`src/rtl/laser_frame_ctrl.sv`:
```
// Framed-packet parser (SOF, LEN, payload, XOR checksum) feeding a double-buffered
// seven-segment display bank, plus the digit scan multiplexer.
module laser_frame_ctrl #(
  parameter int         N_DIGITS    = 8,
  parameter logic [7:0] SOF         = 8'hA5,
  parameter int         TIMEOUT_CYC = 1000000,
  parameter int         SCAN_DIV    = 50000
) (
  input  logic                clk,
  input  logic                rstn,
  input  logic                i_tvalid,
  input  logic [7:0]          i_tdata,
  output logic                o_tready,
  output logic [7:0]          o_abcdefgh,
  output logic [N_DIGITS-1:0] o_digit,
  output logic                o_frame_ok,
  output logic                o_frame_err,
  output logic [7:0]          o_err_cnt,
  output logic                o_busy
);

  localparam int IW = (N_DIGITS > 1) ? $clog2(N_DIGITS) : 1;
  localparam int LW = $clog2(N_DIGITS + 1);
  localparam int TW = $clog2(TIMEOUT_CYC + 1);
  localparam int SW = $clog2(SCAN_DIV + 1);

  typedef enum logic [2:0] {S_IDLE, S_LEN, S_DATA, S_CHK, S_COMMIT} state_t;

  state_t                     state, state_nxt;
  logic [LW-1:0]              len_q, idx_q;
  logic [7:0]                 chk_q;
  logic [N_DIGITS-1:0][7:0]   staging_q, display_q;
  logic [TW-1:0]              tmo_q;
  logic                       err_q, err_set;
  logic [7:0]                 err_cnt_q;
  logic [SW-1:0]              scan_cnt_q;
  logic [IW-1:0]              scan_idx_q;
  logic                       accept, tmo_hit, take, len_ok;

  assign accept  = i_tvalid && o_tready;
  assign tmo_hit = (state == S_LEN || state == S_DATA || state == S_CHK) &&
                   (tmo_q == TW'(TIMEOUT_CYC - 1));
  // Timeout expiry beats a byte arriving in the same cycle; that byte is dropped.
  assign take    = accept && !tmo_hit;
  assign len_ok  = (i_tdata != 8'h00) && (i_tdata <= 8'(N_DIGITS));

  always_comb begin
    state_nxt = state;
    err_set   = 1'b0;
    if (tmo_hit) begin
      state_nxt = S_IDLE;
      err_set   = 1'b1;
    end else begin
      case (state)
        S_IDLE:   if (take && i_tdata == SOF) state_nxt = S_LEN;
        S_LEN:    if (take) begin
                    state_nxt = len_ok ? S_DATA : S_IDLE;
                    err_set   = !len_ok;
                  end
        S_DATA:   if (take && idx_q == len_q - LW'(1)) state_nxt = S_CHK;
        S_CHK:    if (take) begin
                    state_nxt = (i_tdata == chk_q) ? S_COMMIT : S_IDLE;
                    err_set   = (i_tdata != chk_q);
                  end
        S_COMMIT: state_nxt = S_IDLE;
        default:  state_nxt = S_IDLE;
      endcase
    end
  end

  always_ff @(posedge clk) begin
    if (!rstn) begin
      state      <= S_IDLE;
      len_q      <= '0;
      idx_q      <= '0;
      chk_q      <= '0;
      staging_q  <= '0;
      display_q  <= '0;
      tmo_q      <= '0;
      err_q      <= 1'b0;
      err_cnt_q  <= '0;
      scan_cnt_q <= '0;
      scan_idx_q <= '0;
    end else begin
      state <= state_nxt;
      err_q <= err_set;
      if (err_set && err_cnt_q != 8'hFF) err_cnt_q <= err_cnt_q + 8'd1;

      if (state == S_IDLE || state == S_COMMIT || accept) tmo_q <= '0;
      else                                                tmo_q <= tmo_q + TW'(1);

      case (state)
        S_LEN: if (take && len_ok) begin
          len_q <= LW'(i_tdata);
          chk_q <= i_tdata;
          idx_q <= '0;
        end
        S_DATA: if (take) begin
          staging_q[idx_q[IW-1:0]] <= i_tdata;
          chk_q                    <= chk_q ^ i_tdata;
          idx_q                    <= idx_q + LW'(1);
        end
        // Digits beyond this frame's length are blanked, not left stale.
        S_COMMIT: for (int i = 0; i < N_DIGITS; i++)
          display_q[i] <= (i < int'(len_q)) ? staging_q[i] : 8'h00;
        default: ;
      endcase

      if (scan_cnt_q == SW'(SCAN_DIV - 1)) begin
        scan_cnt_q <= '0;
        scan_idx_q <= (scan_idx_q == IW'(N_DIGITS - 1)) ? '0 : scan_idx_q + IW'(1);
      end else begin
        scan_cnt_q <= scan_cnt_q + SW'(1);
      end
    end
  end

  assign o_tready    = (state != S_COMMIT);
  assign o_busy      = (state != S_IDLE);
  assign o_frame_ok  = (state == S_COMMIT);
  assign o_frame_err = err_q;
  assign o_err_cnt   = err_cnt_q;
  assign o_digit     = N_DIGITS'(1) << scan_idx_q;
  assign o_abcdefgh  = display_q[scan_idx_q];

endmodule

```
`config.mk`:
```
export PLATFORM = sky130hd
export DESIGN_NAME = laser_frame_ctrl
export DESIGN_NICKNAME = d
export VERILOG_FILES = /design/src/rtl/laser_frame_ctrl.sv
export SDC_FILE = /design/constraint.sdc
export NUM_CORES = 1
export LEC_CHECK = 0
export ABC_AREA = 0
export BUFFER_PORTS_ARGS = -buffer_cell sky130_fd_sc_hd__buf_2
export CAP_MARGIN = 20
export CORE_ASPECT_RATIO = 1.2
export CORE_MARGIN = 5
export CORE_UTILIZATION = 35
export DETAILED_ROUTE_END_ITERATION = 8
export GPL_TIMING_DRIVEN = 1
export PLACE_DENSITY = 0.54
export SYNTH_ARGS = -nofsm -noshare
export SYNTH_HDL_FRONTEND = slang
export SYNTH_SLANG_ARGS = --single-unit
```
`constraint.sdc`:
```
create_clock -name clk -period 2.4 [get_ports clk]
set_clock_uncertainty 0.15 [all_clocks]
set_input_delay 0.48 -clock clk [delete_from_list [all_inputs] [get_ports clk]]
set_output_delay 0.48 -clock clk [all_outputs]
set_load 0.005 [all_outputs]
```
==> impl_metrics.yaml <==
clock_network:
  clkSinkCount: 195
  cts_tree: "done"
  cts_made_buffers: 17
  clk_root_buffer_cell: "clkbuf_16"
  clkLatencyLatePin_ns: 0.43
  clk_pin_slew_ns: 0.08
  cts_max_level: 4
  cts_hold_buf: 0
  ctsLongestPathBuffers: 2
detailed_routing:
  drtPass1Iterations: 5
  avgViaCountPerCell: 5.28
  routed_wirelength_mm: 24.3
  ant_nets: 0
  post_drt_wl_per_cell_um: 17.0
  dr.first_iter.drc_count: 503
  drc: 0
  route.vias.total: 7541
logic_synthesis:
  synth-seq-cells: 195
  synthXorXnorAreaFrac_pct: 4.02
  synthFlopType: "dfxtp_1"
  synth_nets: 1057
  synth-compound-area-share_pct: 16.4
  synth_area_leaders: "dfxtp_1, a21oi_1, nand3_1"
  synth_top_area_share_pct: 44.0
  netlist_area_mm2: 0.00887
  synthSimpleGateAreaFrac_pct: 23.0
  syn_area_per_cell_um2: 8.59
  synth_edf_count: 0
  synth_top_family_by_area: "simple AND/OR/NAND/NOR gates"
  synthCells: 1032
  muxShareOfSynthArea_pct: 6.32
  yosys.area_share.adder_pct: 1.97
  yosys_warnings: 0
  synth_seq_area_share_pct: 44.0
  ys_types: 61
  synth_largest_area_cell: "dfxtp_1"
  postSynth.asyncResetShare_pct: 0
sta:
  finalHoldViolations: 0
  finalMaxSlewViolations: 0
  rsz0062_at_grt: "true"
  timing.final.crit_share_pct: 102
  setup_ws_ns: -0.0576
  timing.slew.headroom_pct: 51.6
  max_freq_mhz: 407
  setup-violations-final: 8
  worst_pin_slew_ns: 0.719
  min_period_ns: 2.46
placement:
  hpwl_mm: 16.5
  place_area_mm2: 0.00977
  placed_cells_incl_taps: 1393
  gp_congestion: 0.792
  portBuffers: 38
  post-place-ws_ns: 0.0136
critical_path:
  crit_slowest_cell: "mux4_2"
  cp_max_fo: 5
  path_cells: "buf_8 -> mux4_2 -> nand2_2 -> nand2_1 -> buf_2"
  cpPeakStageDelay_ns: 0.56
  critPathBufInv: 2
  arrival_ns: 1.83
  crit_required_ns: 1.77
  path_class: "register to output port"
  startpoint_type: "register"
  cp-end-kind: "output port"
  cpLargestDelayFamily: "multiplexers"
cells_and_area:
  fin_nets: 1115
  syn_to_final_growth_pct: 18.3
  fill_cells: 2465
  drive_gt1_share_pct: 17.5
  final_cell_count_no_fill: 1428
  final_util_pct: 42.3
  antennaDiodeCount: 0
  design_area_mm2: 0.0105
  multiInputGateArea_mm2: 0.00463
  seqCellArea_mm2: 0.00391
pwr:
  power_leakage_nw: 3.60
  p_per_area_mw_per_mm2: 601
  power_switching_mw: 1.61
  power.share.switching_pct: 25.4
  clockPowerShare_pct: 45.7
  intPower_mw: 4.71
  ir_drop_v: 0.000396
  seqPwrFrac_pct: 51.4
  pwr-share-comb_pct: 3.0
  p_total_mw: 6.31
grt:
  grt_max_degree: 90
  grt_pass1_wl_mm: 39.4
  grt_pass1_vias: 7179
  antenna_found_initial: 1
  grt_usage_pct: 17.1
  globalRouteOverflowTotal: 0
worst_hold_path:
  hp-class: "input pin to register"
floorplanning:
  core_area_mm2: 0.0248
  die_x_um: 155
  rows: 63
  initial_core_util_pct: 35.7
  ios: 39
  dieHeight_um: 184
  die-area_mm2: 0.0286
run_status:
  outcome: "finished, violations left"
  violations: "setup timing"
run:
  cap_violations: 0
## power by group through the flow
stage	registers, mW	logic [mW]	clock network (mW)
3_3_place_gp	3.32	0.187	0
2_1_floorplan	3.32	0.103	0
3_5_place_dp	3.32	0.187	0
6_report	3.24	0.187	2.88
5_1_grt	3.24	0.202	3.08
4_1_cts	3.24	0.188	2.95
## area by class of cell
cell class | count | share of cell area, %
multi-input combinational | 744 | 44.1
sequential | 195 | 37.2
timing repair buffer | 114 | 8.26
clock buffer | 17 | 4.05
tap | 325 | 3.87
clock inverter | 15 | 1.78
inverter | 18 | 0.715
## path summary, 6_finish.rpt
path                       from  depth (start not counted)       endpoint  slack, ns
setup reg to reg       tmo_q[0]                          7       state[1]       0.14
hold reg to reg   display_q[24]                          2  display_q[24]       0.30
hold / removal       i_tdata[1]                          3   staging_q[1]       0.20
setup / recovery  scan_idx_q[0]                          5  o_abcdefgh[0]      -0.06
## synth_stat cells (4+ instances only)
master and n:
and4_1 4, inv_1 15, nand4_1 22, and3_1 11, nor2_1 114, buf_2 11, or4_1 4, and2_1 5
nor2b_1 8, nand2_1 87, a22oi_1 48, o22ai_1 4, mux2i_1 20, xor2_1 12, clkbuf_1 52, or3_1 10
nand3_1 92, nor3_1 14, dfxtp_1 195, buf_1 7, mux4_2 16, xnor2_1 26, nand2b_1 20, a21oi_1 93
ha_1 14, o21ai_0 72
## through the flow
step,TNS [ns],hold WS (ns)
2_1_floorplan,0,0.268
3_3_place_gp,0,0.282
3_5_place_dp,0,0.286
4_1_cts,-0.512,0.186
5_1_grt,-0.827,0.213
6_report,-0.235,0.204
## cells in the final DEF, fill, tap and decap left out, types with 12 or more instances in the layout
cell and n:
a21oi_1 93, a22oi_1 48, xnor2_1 26, dfxtp_1 193, buf_4 67, nand4_1 22, nand2_1 82, ha_1 14
nor3_1 14, o21ai_0 72, xor2_1 12, mux2i_1 20, inv_1 15, mux4_2 16, buf_2 36, nand3_1 92
clkbuf_16 17, nand2b_1 20, nor2_1 114
## flip-flops by register name, summed over array words and instances, names as in the netlist
register and count:
chk_q 8, scan_idx_q 3, len_q 4, o_frame_err 1, tmo_q 20, scan_cnt_q 16
display_q 64, staging_q 64, idx_q 4, o_err_cnt 8, state 3
## logic make-up after synthesis
logic type | count (synthesis)
AND/OR/NAND/NOR | 414
multiplexers | 36
XOR/XNOR | 39
flip-flops | 195
adder cells (fa/ha/maj) | 14
buffers and inverters | 93
AO/OA/AOI/OAI | 241
## worst reg2reg max path, cell delays in order, from the launching register on
cell and delay (ns):
dfxtp_1 0.32, ha_1 0.23, and4_1 0.21, and2_2 0.25, and3_2 0.24, buf_4 0.20
a211o_1 0.29, o221a_2 0.28
## metal layers
layer  vias up  track usage [%]  wire length (um)
li1       3788                -                 -
met1      3592             23.1             11300
met2       140             28.2             11700
met3        19             3.05               914
met4         2             4.34               361
met5         -                0                13
## what timing repair did
| action | in CTS | in global routing |
|---|---|---|
| resized for setup | 18 | 9 |
| gates cloned | 1 | 0 |
| endpoints found under the hold margin | 0 | 0 |
| pin swaps | 3 | 5 |
| setup buffers | 0 | 2 |
| endpoints found under the setup margin | 13 | 49 |
Note: power is estimated with default switching activity, not from simulation.
